<file path="src/rtl/ialign_buffer.sv">
// Halfword-granular instruction fetch queue: prefetches aligned words and realigns 16/32-bit instructions for decode.
// Define IALIGN_BYPASS_EN to let an accepted response reach instr_o in the same cycle when the queue cannot supply it.
module ialign_buffer #(
    parameter int unsigned DEPTH     = 4,
    parameter logic [31:0] BOOT_ADDR = 32'h0000_0000
) (
    input  logic        clk,
    input  logic        reset_n,
    input  logic        flush_i,
    input  logic [31:0] jump_pc_i,
    output logic        mem_req_o,
    output logic [31:0] mem_addr_o,
    input  logic        mem_rvalid_i,
    input  logic [31:0] mem_rdata_i,
    output logic        instr_valid_o,
    input  logic        instr_ready_i,
    output logic [31:0] instr_o,
    output logic        compressed_o,
    output logic [31:0] pc_o
);

    localparam int unsigned HW = 2 * DEPTH;
    localparam int unsigned PW = $clog2(HW);
    localparam int unsigned CW = PW + 2;

    typedef logic [CW-1:0] cnt_t;

    logic [15:0]   r_q [HW];
    logic [PW-1:0] r_head;
    logic [PW-1:0] r_tail;
    cnt_t          r_hw_cnt;
    cnt_t          r_out;
    cnt_t          r_discard;
    logic [31:0]   r_fpc;
    logic [31:0]   r_pc;
    logic          r_skip_lo;

    logic [PW-1:0] w_head1;
    logic [PW-1:0] w_tail1;
    logic [CW:0]   w_need;
    logic          w_req;
    logic          w_accept;
    logic [1:0]    w_push_n;
    logic [15:0]   w_push_lo;
    logic [15:0]   w_push_hi;
    logic [15:0]   w_h0;
    logic [15:0]   w_h1;
    cnt_t          w_avail;
    logic          w_is_c;
    logic          w_valid;
    logic          w_pop;
    logic [1:0]    w_pop_cnt;
    logic [1:0]    w_byp_used;
    logic          w_wr_lo;
    logic          w_wr_hi;
    logic          w_unused;

    assign w_unused = jump_pc_i[0];

    assign w_head1 = r_head + PW'(1);
    assign w_tail1 = r_tail + PW'(1);

    // Reserve room for every word already in flight plus the one being requested.
    assign w_need = {1'b0, r_hw_cnt} + {r_out, 1'b0} + (CW+1)'(2);
    assign w_req  = reset_n && !flush_i && (w_need <= (CW+1)'(HW));

    assign mem_req_o  = w_req;
    assign mem_addr_o = r_fpc;

    assign w_accept  = mem_rvalid_i && !flush_i && (r_discard == '0);
    assign w_push_lo = r_skip_lo ? mem_rdata_i[31:16] : mem_rdata_i[15:0];
    assign w_push_hi = mem_rdata_i[31:16];
    assign w_push_n  = !w_accept ? 2'd0 : (r_skip_lo ? 2'd1 : 2'd2);

`ifdef IALIGN_BYPASS_EN
    // Halfwords missing from the queue are taken from the incoming word, in arrival order.
    assign w_h0    = (r_hw_cnt != '0) ? r_q[r_head] : w_push_lo;
    assign w_h1    = (r_hw_cnt >= cnt_t'(2)) ? r_q[w_head1] :
                     ((r_hw_cnt == cnt_t'(1)) ? w_push_lo : w_push_hi);
    assign w_avail = r_hw_cnt + cnt_t'(w_push_n);
`else
    assign w_h0    = r_q[r_head];
    assign w_h1    = r_q[w_head1];
    assign w_avail = r_hw_cnt;
`endif

    assign w_is_c    = (w_h0[1:0] != 2'b11);
    assign w_valid   = ((w_avail >= cnt_t'(1)) && w_is_c) || (w_avail >= cnt_t'(2));
    assign w_pop     = w_valid && instr_ready_i && !flush_i;
    assign w_pop_cnt = !w_pop ? 2'd0 : (w_is_c ? 2'd1 : 2'd2);

`ifdef IALIGN_BYPASS_EN
    always_comb begin
        w_byp_used = 2'd0;
        if (w_pop) begin
            if (r_hw_cnt == '0) begin
                w_byp_used = w_pop_cnt;
            end else if ((r_hw_cnt == cnt_t'(1)) && (w_pop_cnt == 2'd2)) begin
                w_byp_used = 2'd1;
            end
        end
    end
`else
    assign w_byp_used = 2'd0;
`endif

    assign w_wr_lo = (w_push_n != 2'd0) && (w_byp_used == 2'd0);
    assign w_wr_hi = (w_push_n == 2'd2) && (w_byp_used != 2'd2);

    assign instr_valid_o = w_valid;
    assign compressed_o  = w_valid && w_is_c;
    assign instr_o       = !w_valid ? 32'h0 : (w_is_c ? {16'h0, w_h0} : {w_h1, w_h0});
    assign pc_o          = r_pc;

    always_ff @(posedge clk) begin
        if (w_wr_lo) begin
            r_q[r_tail] <= w_push_lo;
        end
        if (w_wr_hi) begin
            r_q[w_tail1] <= w_push_hi;
        end
    end

    always_ff @(posedge clk or negedge reset_n) begin
        if (!reset_n) begin
            r_head    <= '0;
            r_tail    <= '0;
            r_hw_cnt  <= '0;
            r_out     <= '0;
            r_discard <= '0;
            r_fpc     <= {BOOT_ADDR[31:2], 2'b00};
            r_pc      <= {BOOT_ADDR[31:1], 1'b0};
            r_skip_lo <= BOOT_ADDR[1];
        end else begin
            r_out <= r_out + cnt_t'(w_req) - cnt_t'(mem_rvalid_i);
            if (flush_i) begin
                // A response arriving with the flush is dropped here, so it is not counted as stale.
                r_head    <= '0;
                r_tail    <= '0;
                r_hw_cnt  <= '0;
                r_discard <= r_out - cnt_t'(mem_rvalid_i);
                r_fpc     <= {jump_pc_i[31:2], 2'b00};
                r_pc      <= {jump_pc_i[31:1], 1'b0};
                r_skip_lo <= jump_pc_i[1];
            end else begin
                if (w_req) begin
                    r_fpc <= r_fpc + 32'd4;
                end
                if (mem_rvalid_i && (r_discard != '0)) begin
                    r_discard <= r_discard - cnt_t'(1);
                end
                if (w_accept) begin
                    r_skip_lo <= 1'b0;
                end
                r_hw_cnt <= r_hw_cnt + cnt_t'(w_push_n) - cnt_t'(w_pop_cnt);
                r_head   <= r_head + PW'(w_pop_cnt);
                r_tail   <= r_tail + PW'(w_push_n);
                if (w_pop) begin
                    r_pc <= r_pc + {29'b0, w_pop_cnt, 1'b0};
                end
            end
        end
    end

    a_no_orphan_rsp: assert property (@(posedge clk) disable iff (!reset_n)
        mem_rvalid_i |-> (r_out != '0));

endmodule

</file>
<file path="config.mk">
export PLATFORM = sky130hd
export DESIGN_NAME = ialign_buffer
export DESIGN_NICKNAME = d
export VERILOG_FILES = /design/src/rtl/ialign_buffer.sv
export SDC_FILE = /design/constraint.sdc
export NUM_CORES = 1
export LEC_CHECK = 0
export BUFFER_PORTS_ARGS = -buffer_cell sky130_fd_sc_hd__buf_2
export CAP_MARGIN = 30
export CORE_ASPECT_RATIO = 2
export CORE_MARGIN = 8
export CORE_UTILIZATION = 50
export CTS_BUF_LIST = sky130_fd_sc_hd__clkbuf_4 sky130_fd_sc_hd__clkbuf_8
export DETAILED_ROUTE_END_ITERATION = 8
export GPL_TIMING_DRIVEN = 0
export PLACE_DENSITY_LB_ADDON = 0.3
export SYNTH_ARGS = -nofsm -noshare
export SYNTH_HDL_FRONTEND = slang
export SYNTH_SLANG_ARGS = --single-unit
</file>
<file path="constraint.sdc">
create_clock -name clk -period 3.5 [get_ports clk]
set_input_delay 0.525 -clock clk [delete_from_list [all_inputs] [get_ports clk]]
set_output_delay 0.525 -clock clk [all_outputs]
set_load 0.05 [all_outputs]
</file>
# Word level (Yosys, flattened, before mapping)
# Memories as Yosys holds them, arrays and structs flattened.
# Cells that the tools add are included.
# word_totals
regBits	86
mem_bits_rw	128
output_inout_bits	99
word_cells	68
memories	1
# mem_list
name	words	width	read_ports	rd_clocked_by_memory_dff	write_ports	line_no	source
r_q	8	16	2	0	2	28	logic [15:0] r_q [HW];
# op_classes
addsub	14
order_cmp	3
n_eq_ne	2
mux	22
reduce_logical	18
# op_table
cell	n
32-bit 2-to-1 mux	6
32-bit by 3-bit adder with 32-bit output	1
32-bit by 3-bit adder with 32-bit output, second input constant	1
16-bit 2-to-1 mux	1
5-bit 2-to-1 mux	3
2-bit nonzero test	5
5-bit by 1-bit subtractor with 5-bit output	2
1-bit logical AND	9
2-bit 2-to-1 mux	4
3-bit by 1-bit adder with 3-bit output, second input constant	2
3-bit by 2-bit adder with 3-bit output	2
5-bit by 6-bit adder with 6-bit output	1
6-bit by 2-bit adder with 6-bit output, second input constant	1
6-bit by 4-bit <= comparator with 1-bit output, second input constant	1
1-bit 2-to-1 mux	6
3-bit 2-to-1 mux	2
5-bit by 1-bit adder with 5-bit output	1
5-bit by 2-bit adder with 5-bit output	1
5-bit by 1-bit >= comparator with 1-bit output, second input constant	1
5-bit by 2-bit >= comparator with 1-bit output, second input constant	1
5-bit logical NOT	1
5-bit nonzero test	1
5-bit by 1-bit subtractor with 5-bit output, second input constant	1
5-bit by 2-bit subtractor with 5-bit output	1
4 further kinds	4

# Logic depth before layout (Yosys ltp)
# Gate-level depths: netlist of the first run.
# An unclocked memory read counts as a cell.
# logic_depth
ltp_word	10
mapped_depth	18
mapped_depth_nobuf	17

# Worst setup path after synthesis of the first run
# No wires, ideal clock.
# synth_timing
kind	reg-to-reg
startpoint	reg r_head[0]
endpoint	reg r_pc[12], in the netlist pc_o[12]
setup_ns	0.125
arrival_ns	3.652
t_required_ns	3.375
setup_slack_ns	-0.277
path_stages_with_launch	15
n_path_buf	2
synth_period_minus_slack_ns	3.777
path_cell_list	dfrtp_1 > buf_6 > mux4_2 > mux2i_4 > o21ai_0 > a21bo_2 > or3_1 > inv_1 > ha_1 > a21o_1 > nand2_1 > clkbuf_1 > a21boi_0 > xor2_1 > mux2_2
# synth_via
elab_chain_len	10
word_cells_on_any_way	12
cone_classes	add/sub: 1; eq/ne: 1; mux: 4; reduce/logical: 5; memory: 1
# synth_lines
element	line_no	source
from (decl)	29	logic [PW-1:0] r_head;
from (signal assigned)	156	r_head <= r_head + PW'(w_pop_cnt);
memory read 8 x 16 bit *	n/a	
2-bit != test *	87	assign w_is_c = (w_h0[1:0] != 2'b11);
1-bit logical AND	88	assign w_valid = ((w_avail >= cnt_t'(1)) && w_is_c) || (w_avail >= cnt_t'(2));
1-bit logical OR	88	
1-bit logical AND (2 in series)	89	assign w_pop = w_valid && instr_ready_i && !flush_i;
2-bit 2-to-1 mux	90	assign w_pop_cnt = !w_pop ? 2'd0 : (w_is_c ? 2'd1 : 2'd2);
32-bit by 3-bit adder with 32-bit output	159	r_pc <= r_pc + {29'b0, w_pop_cnt, 1'b0};
32-bit 2-to-1 mux	158	if (w_pop) begin
32-bit 2-to-1 mux	136	if (flush_i) begin
to (signal assigned)	132	r_pc <= {BOOT_ADDR[31:1], 1'b0};
to (signal assigned)	143	r_pc <= {jump_pc_i[31:1], 1'b0};
to (signal assigned)	159	
to (decl)	35	logic [31:0] r_pc;
# Mark *: on every way between the ends. The rest lies on a longest branch, timed or not. The select of a mux whose other input is x is not followed.
# A chain may end at the register's enable or synchronous reset.

# Worst setup path after layout of the first run
# layout_timing
startpoint	reg r_head[0]
endpoint	reg r_pc[28], in the netlist pc_o[28]
# The elaborated chain is that of the path after synthesis.

==> results of run 1 <==
## sequential cells by signal, summed over array words and instances (netlist names)
register / flops
mem_addr_o: 30
pc_o: 31
r_discard: 5
r_head: 3
r_hw_cnt: 5
r_out: 5
r_q: 128
r_skip_lo: 1
r_tail: 3
## repair_timing
| action | 4_1_cts | 5_1_grt |
|---|---|---|
| endpoints found under the setup margin | 91 | 62 |
| resized for setup | 96 | 70 |
| hold endpoints to repair | 41 | 0 |
| cloned | 1 | 2 |
| pin swaps | 24 | 27 |
| hold buffers | 1 | 0 |
| buffers inserted | 25 | 22 |
## cell type report
cell class                      count  area, sq um
Fill cell                        2131         9887
Multi-Input combinational cell    791         7138
Sequential cell                   211         5923
Timing Repair Buffer              209         1476
Clock buffer                       50        581.8
Tap cell                          344        430.4
Buffer                             77        421.7
Inverter                           42        170.2
Clock inverter                      5        27.53
Timing Repair inverter              1        6.256
Antenna cell                        1        2.502
## where the power goes
part	internal (uW)	total (uW)	switching, uW	leakage (uW)
logic	1760	4520	2760	0.00371
clock network	1050	2030	983	0.000333
registers	2890	3160	266	0.00215
total	5690	9700	4010	0.00619
## metal layers
metal | wire, um | share of wire
met5 | 0 | 0
met3 | 3481 | 0.084
met2 | 20990 | 0.50
met4 | 2023 | 0.049
met1 | 15120 | 0.36
## cell families after synthesis
kind of cell | count (synthesis) | synth area share
other | 1 | 0.0002857
adders and majority gates | 37 | 0.03928
AOI/OAI and AO/OA | 201 | 0.09858
and+or+nand+nor | 288 | 0.1032
xor gates and xnor gates | 58 | 0.03871
muxes | 204 | 0.2287
buffers and inverters | 126 | 0.04014
DFF | 211 | 0.4511
## how the worst max path moves through the flow
stage	start	end	slack, ns	cells past startpoint
2_1_floorplan	r_out[1]$_DFF_PN0_	r_out[4]$_DFF_PN0_	0.007	16
3_3_place_gp	reset_n	r_out[4]$_DFF_PN0_	-1.02	14
3_5_place_dp	r_skip_lo$_DFFE_PN0P_	r_hw_cnt[4]$_DFF_PN0_	-0.93	13
4_1_cts	r_head[0]$_DFF_PN0_	r_hw_cnt[4]$_DFF_PN0_	-0.07	14
5_1_grt	r_head[0]$_DFF_PN0_	pc_o[15]$_DFFE_PN0N_	-0.19	13
6_report	r_head[0]$_DFF_PN0_	pc_o[28]$_DFFE_PN0N_	-0.06	14
## per-stage QoR
step                      setup WS [ns]  utilization  power, uW  instance area (sq um)
after floorplan                0.007466            -       6071                  13150
final                          -0.05792       0.6207       9703                  16180
after global placement           -1.017       0.5493       6998                  14320
after detailed placement        -0.9313       0.5600       7122                  14600
after CTS                      -0.06976       0.6048       9454                  15770
after global routing            -0.1851       0.6207      10150                  16180
## cells in the mapped netlist, drive strengths merged (17+ instances only)
library cell    n  area share
edfxtp        128        0.29
a21oi         110       0.042
mux2          107       0.092
nor2          106       0.031
nand2          85       0.024
dfrtp          83        0.16
mux4           64        0.11
clkbuf         44       0.013
inv            41       0.012
buf            40       0.016
xnor2          36       0.024
mux2i          33       0.027
ha             30       0.029
o21ai          26      0.0099
xor2           22       0.015
nand3          17      0.0069
## critical path: stages (launching register included)
cell and delay, ns:
dfrtp_1 0.38, buf_8 0.14, mux4_2 0.52, mux2i_4 0.26, o21ai_2 0.10, a21bo_2 0.27
or3_4 0.36, inv_6 0.09, ha_4 0.19, a21o_4 0.24, o2111ai_4 0.16, buf_8 0.21
a211oi_4 0.07, xor2_1 0.16, mux2_4 0.27
==> flow_summary.yaml, run 1 <==
synthesis:
  synth-main-ff-cell: "edfxtp_1"
  yosysUniqueCellTypes: 65
  synthArstFlopShare: 0.3934
  yosysSeqAreaShare: 0.4511
  yosys_register_bits: 211
  synth_edf_count: 128
  syn_inst: 1126
  synth.cell_area_sq_um: 13120
  postSynthAreaPerCell_sq_um: 11.66
  ys.warnings.count: 0
global_routing:
  gr-usage-met2: 0.4233
  use_met1: 0.3119
  met3_usage: 0.04522
  grt_busiest_layer: "met2"
  grt_max_degree: 44
  grt_overflow_total: 0
  grt.total_usage: 0.2570
  grt_pass1_wl_um: 62130
  grt_pass1_vias: 10970
  grt_antenna_before_repair: 1
worst_setup_path:
  cp_max_fo: 8
  reg2regPathDepth: 14
  crit_arrival_ns: 4.03
  worstSetupStartpointType: "flip-flop"
  reg2reg_slack_ns: -0.06
  r2r_end: "pc_o[28]$_DFFE_PN0N_"
  cp-end-kind: "flip-flop"
  crit_required_ns: 3.98
  path_class: "flip-flop to flip-flop"
  timing.rr.start: "r_head[0]$_DFF_PN0_"
cts:
  clock-sinks: 211
  cts_tree: "built"
  clock_latency_ns: 0.62
  clockBufferDepth: 3
  root_buffer: "clkbuf_8"
  path_clk_slew_ns: 0.07
  numCtsBuffers: 30
  h-tree-depth: 1
floorplanning:
  fp.dieArea_sq_um: 32000
  die-height_um: 245.1
  die_w_um: 130.6
  top_level_ports: 168
  core-area_sq_um: 26070
  rows: 84
  initial_utilization: 0.5035
drt:
  drt_iter0_markers: 994
  dr.pass1.iters: 5
  wirelength_um: 41620
  wl_per_cell_um: 24.04
  drcViolationCount: 0
  num_vias: 10620
  via_per_inst: 6.134
  ant_nets: 0
finish:
  mostFrequentLayoutCell: "buf_2"
  area_growth_pct: 23.27
  drive_gt1_frac: 0.3975
  final_cell_mix: "132 x buf_2, 128 x edfxtp_1, 102 x mux2_2"
  fin_cells: 1731
  nNetsFinal: 1469
sta:
  fmax_mhz: 281.1
  worst_slack_ns: -0.05792
  finalCritPeriodShare: 1.017
  max_slew.worst_pin.slew_ns: 0.9337
  hold_violations: 0
  fin_skew_ns: 0.03795
  slew_violations: 0
  setup_violations: 6
  slew_headroom: 0.3776
  fin_hold_ws_ns: 0.1669
  rsz0062_at_grt: "true"
  tns_ns: -0.2517
  period_needed_ns: 3.558
place:
  place_congestion: 0.8781
  dp.cells: 1632
  port_buffers: 147
  dp_hpwl_um: 29170
pwr:
  p_per_area_nw_per_um2: 599.8
  ir_drop_uv: 414.5
  leakage_uw: 0.006191
min_path:
  hold-path-endpoint: "pc_o[10]$_DFFE_PN0N_"
  holdPathStages: 3
  hold_start: "jump_pc_i[10]"
  hp-class: "primary input to flip-flop"
outcome:
  outcome: "finished, violations left"
  violations: "negative setup slack"
flow_run:
  maxCapViolCount: 0
Power figures use the tool's default switching activity.
==> inputs of run 2 (changes only) <==
==> constraint.sdc (replaced) <==
create_clock -name clk -period 3.5 [get_ports clk]
set_input_delay 0.525 -clock clk [delete_from_list [all_inputs] [get_ports clk]]
set_output_delay 0.525 -clock clk [all_outputs]
set_load 0.01 [all_outputs]
==> run 2 against run 1 <==
  * The flow still finishes with violations (negative setup slack)
  * Fmax shrank 1.5%
  * Power shrank 8.7%
  * Via count shrank 0.24%
  * Clock power grew 7%
  * Largest cell class unchanged
  * Largest power group unchanged
==> flow_summary.yaml, run 2 (synthesized netlist as in run 1, its figures left out) <==
flow_run:
  maxCapViolCount: 0
finish:
  postLayoutCellArea_sq_um: 16170
  area_growth_pct: 23.20
  largest_reg_flops: 128
  antennaDiodeCount: 0
  final_cell_mix: "154 x buf_2, 128 x edfxtp_1, 100 x mux2_2"
  nNetsFinal: 1476
  final_util: 0.6203
  top_register: "r_q"
  drive_gt1_frac: 0.3944
  mostFrequentLayoutCell: "buf_2"
floorplanning:
  core-area_sq_um: 26070
  top_level_ports: 168
  initial_utilization: 0.5035
  rows: 84
  die_w_um: 130.6
  fp.dieArea_sq_um: 32000
  die-height_um: 245.1
outcome:
  outcome: "finished, violations left"
  violations: "negative setup slack"
cts:
  clock-sinks: 211
  clock_latency_ns: 0.61
  clockBufferDepth: 3
  root_buffer: "clkbuf_8"
  h-tree-depth: 1
  numCtsBuffers: 31
  path_clk_slew_ns: 0.07
  cts_tree: "built"
global_routing:
  grt.total_usage: 0.2639
  gr-usage-met2: 0.4315
  grt_busiest_layer: "met2"
  met3_usage: 0.04522
  grt_pass1_vias: 11180
  grt_pass1_wl_um: 63850
  use_met1: 0.3244
  grt_antenna_before_repair: 0
  grt_overflow_total: 0
  grt_max_degree: 46
worst_setup_path:
  reg2reg_slack_ns: -0.11
  path_class: "flip-flop to flip-flop"
  crit_required_ns: 3.97
  worst_path_largest_cell_delay_ns: 0.54
  reg2regPathDepth: 13
  cp-end-kind: "flip-flop"
  r2r_end: "pc_o[31]$_DFFE_PN0N_"
  worstPathCellList: "buf_8 > mux4_2 > mux2i_4 > buf_12 > o21ai_4 > a21bo_2 > or3_4 > inv_6 > fa_2 > o2111ai_4 > a2111oi_4 > xor2_1 > mux2_4"
  crit_slowest_cell: "mux4_2"
  cp_max_fo: 6
  worstSetupStartpointType: "flip-flop"
  crit_arrival_ns: 4.09
  timing.rr.start: "r_head[0]$_DFF_PN0_"
drt:
  via_per_inst: 6.101
  drt_iter0_markers: 1169
  wirelength_um: 42100
  num_vias: 10590
  drcViolationCount: 0
  wl_per_cell_um: 24.25
  ant_nets: 0
  dr.pass1.iters: 8
pwr:
  leakage_uw: 0.006224
  ir_drop_uv: 345.9
  p_per_area_nw_per_um2: 547.7
  total_power_uw: 8855
sta:
  hold_violations: 0
  setup_violations: 25
  period_needed_ns: 3.613
  worst_slack_ns: -0.1133
  max_slew.worst_pin.slew_ns: 0.9589
  slew_violations: 0
  slew_headroom: 0.3607
  fmax_mhz: 276.8
  fin_skew_ns: 0.03527
  finalCritPeriodShare: 1.032
  rsz0062_at_grt: "true"
place:
  dp_hpwl_um: 29460
  place_congestion: 0.8821
  port_buffers: 147
  dpl_cell_area_sq_um: 14580
min_path:
  hold-path-endpoint: "mem_addr_o[15]$_DFFE_PN0N_"
  hp-class: "primary input to flip-flop"
  holdPathStages: 2
  hold_start: "jump_pc_i[15]"
run 2: stage by stage:
step           setup TNS (ns)  std cells  hold WS [ns]  setup slack [ns]
4_1_cts                -2.512       1717        0.1552           -0.1727
3_5_place_dp           -18.18       1632        0.5564           -0.9124
6_report               -1.387       1736        0.1826           -0.1133
3_3_place_gp          -111.73       1619        0.5445            -1.113
5_1_grt                -4.486       1736        0.1750           -0.2396
2_1_floorplan               0       1128        0.2294           0.01905
run 2: worst max-delay path by stage:
stage                                from                     to  cells past startpoint
global route          r_head[0]$_DFF_PN0_   pc_o[31]$_DFFE_PN0N_                     13
floorplan             r_head[0]$_DFF_PN0_  r_hw_cnt[4]$_DFF_PN0_                     14
finish                r_head[0]$_DFF_PN0_   pc_o[31]$_DFFE_PN0N_                     13
global placement                  reset_n     r_out[4]$_DFF_PN0_                     14
detailed placement  r_skip_lo$_DFFE_PN0P_  r_hw_cnt[4]$_DFF_PN0_                     13
CTS                   r_head[0]$_DFF_PN0_   pc_o[17]$_DFFE_PN0N_                     13
run 2: repair_timing:
item,4_1_cts,5_1_grt
cloned,3,0
resized for setup,98,48
endpoints found under the hold margin,39,0
setup endpoints to repair,88,81
buffers inserted,29,24
pin swaps,22,38
hold buffers,1,0
run 2: cell type report:
type                    count  area (sq um)
fillers                  2098          9897
multi-input cells         791          7121
flip-flops and latches    211          5922
repair buffers            213          1448
clock buffers              46         551.8
well taps                 344         430.4
plain buffers              80         429.2
inverters                  42         167.7
clock inverters             9         98.84
run 2: worst max-delay path, delay by kind of cell (launching register included):
kind / cells / cell delay, ns
flip-flops: 1 / 0.41
AND/OR/NAND/NOR: 1 / 0.36
adder cells (fa/ha/maj): 1 / 0.25
AO/OA/AOI/OAI: 4 / 0.96
multiplexers: 3 / 1.00
buffers and inverters: 3 / 0.39
XOR/XNOR: 1 / 0.13
run 2: power by group:
group	total, uW	switching (uW)	leakage (uW)	internal [uW]
clock network	2170	1010	0.000345	1160
registers	3140	254	0.00215	2890
logic	3540	1930	0.00373	1610
total	8860	3200	0.00622	5660
run 2: per-layer routing:
metal / routed length, um / vias to the layer above
li1: - / 4649
met5: 0 / -
met2: 21110 / 607
met1: 15710 / 5199
met4: 2042 / 0
met3: 3232 / 137
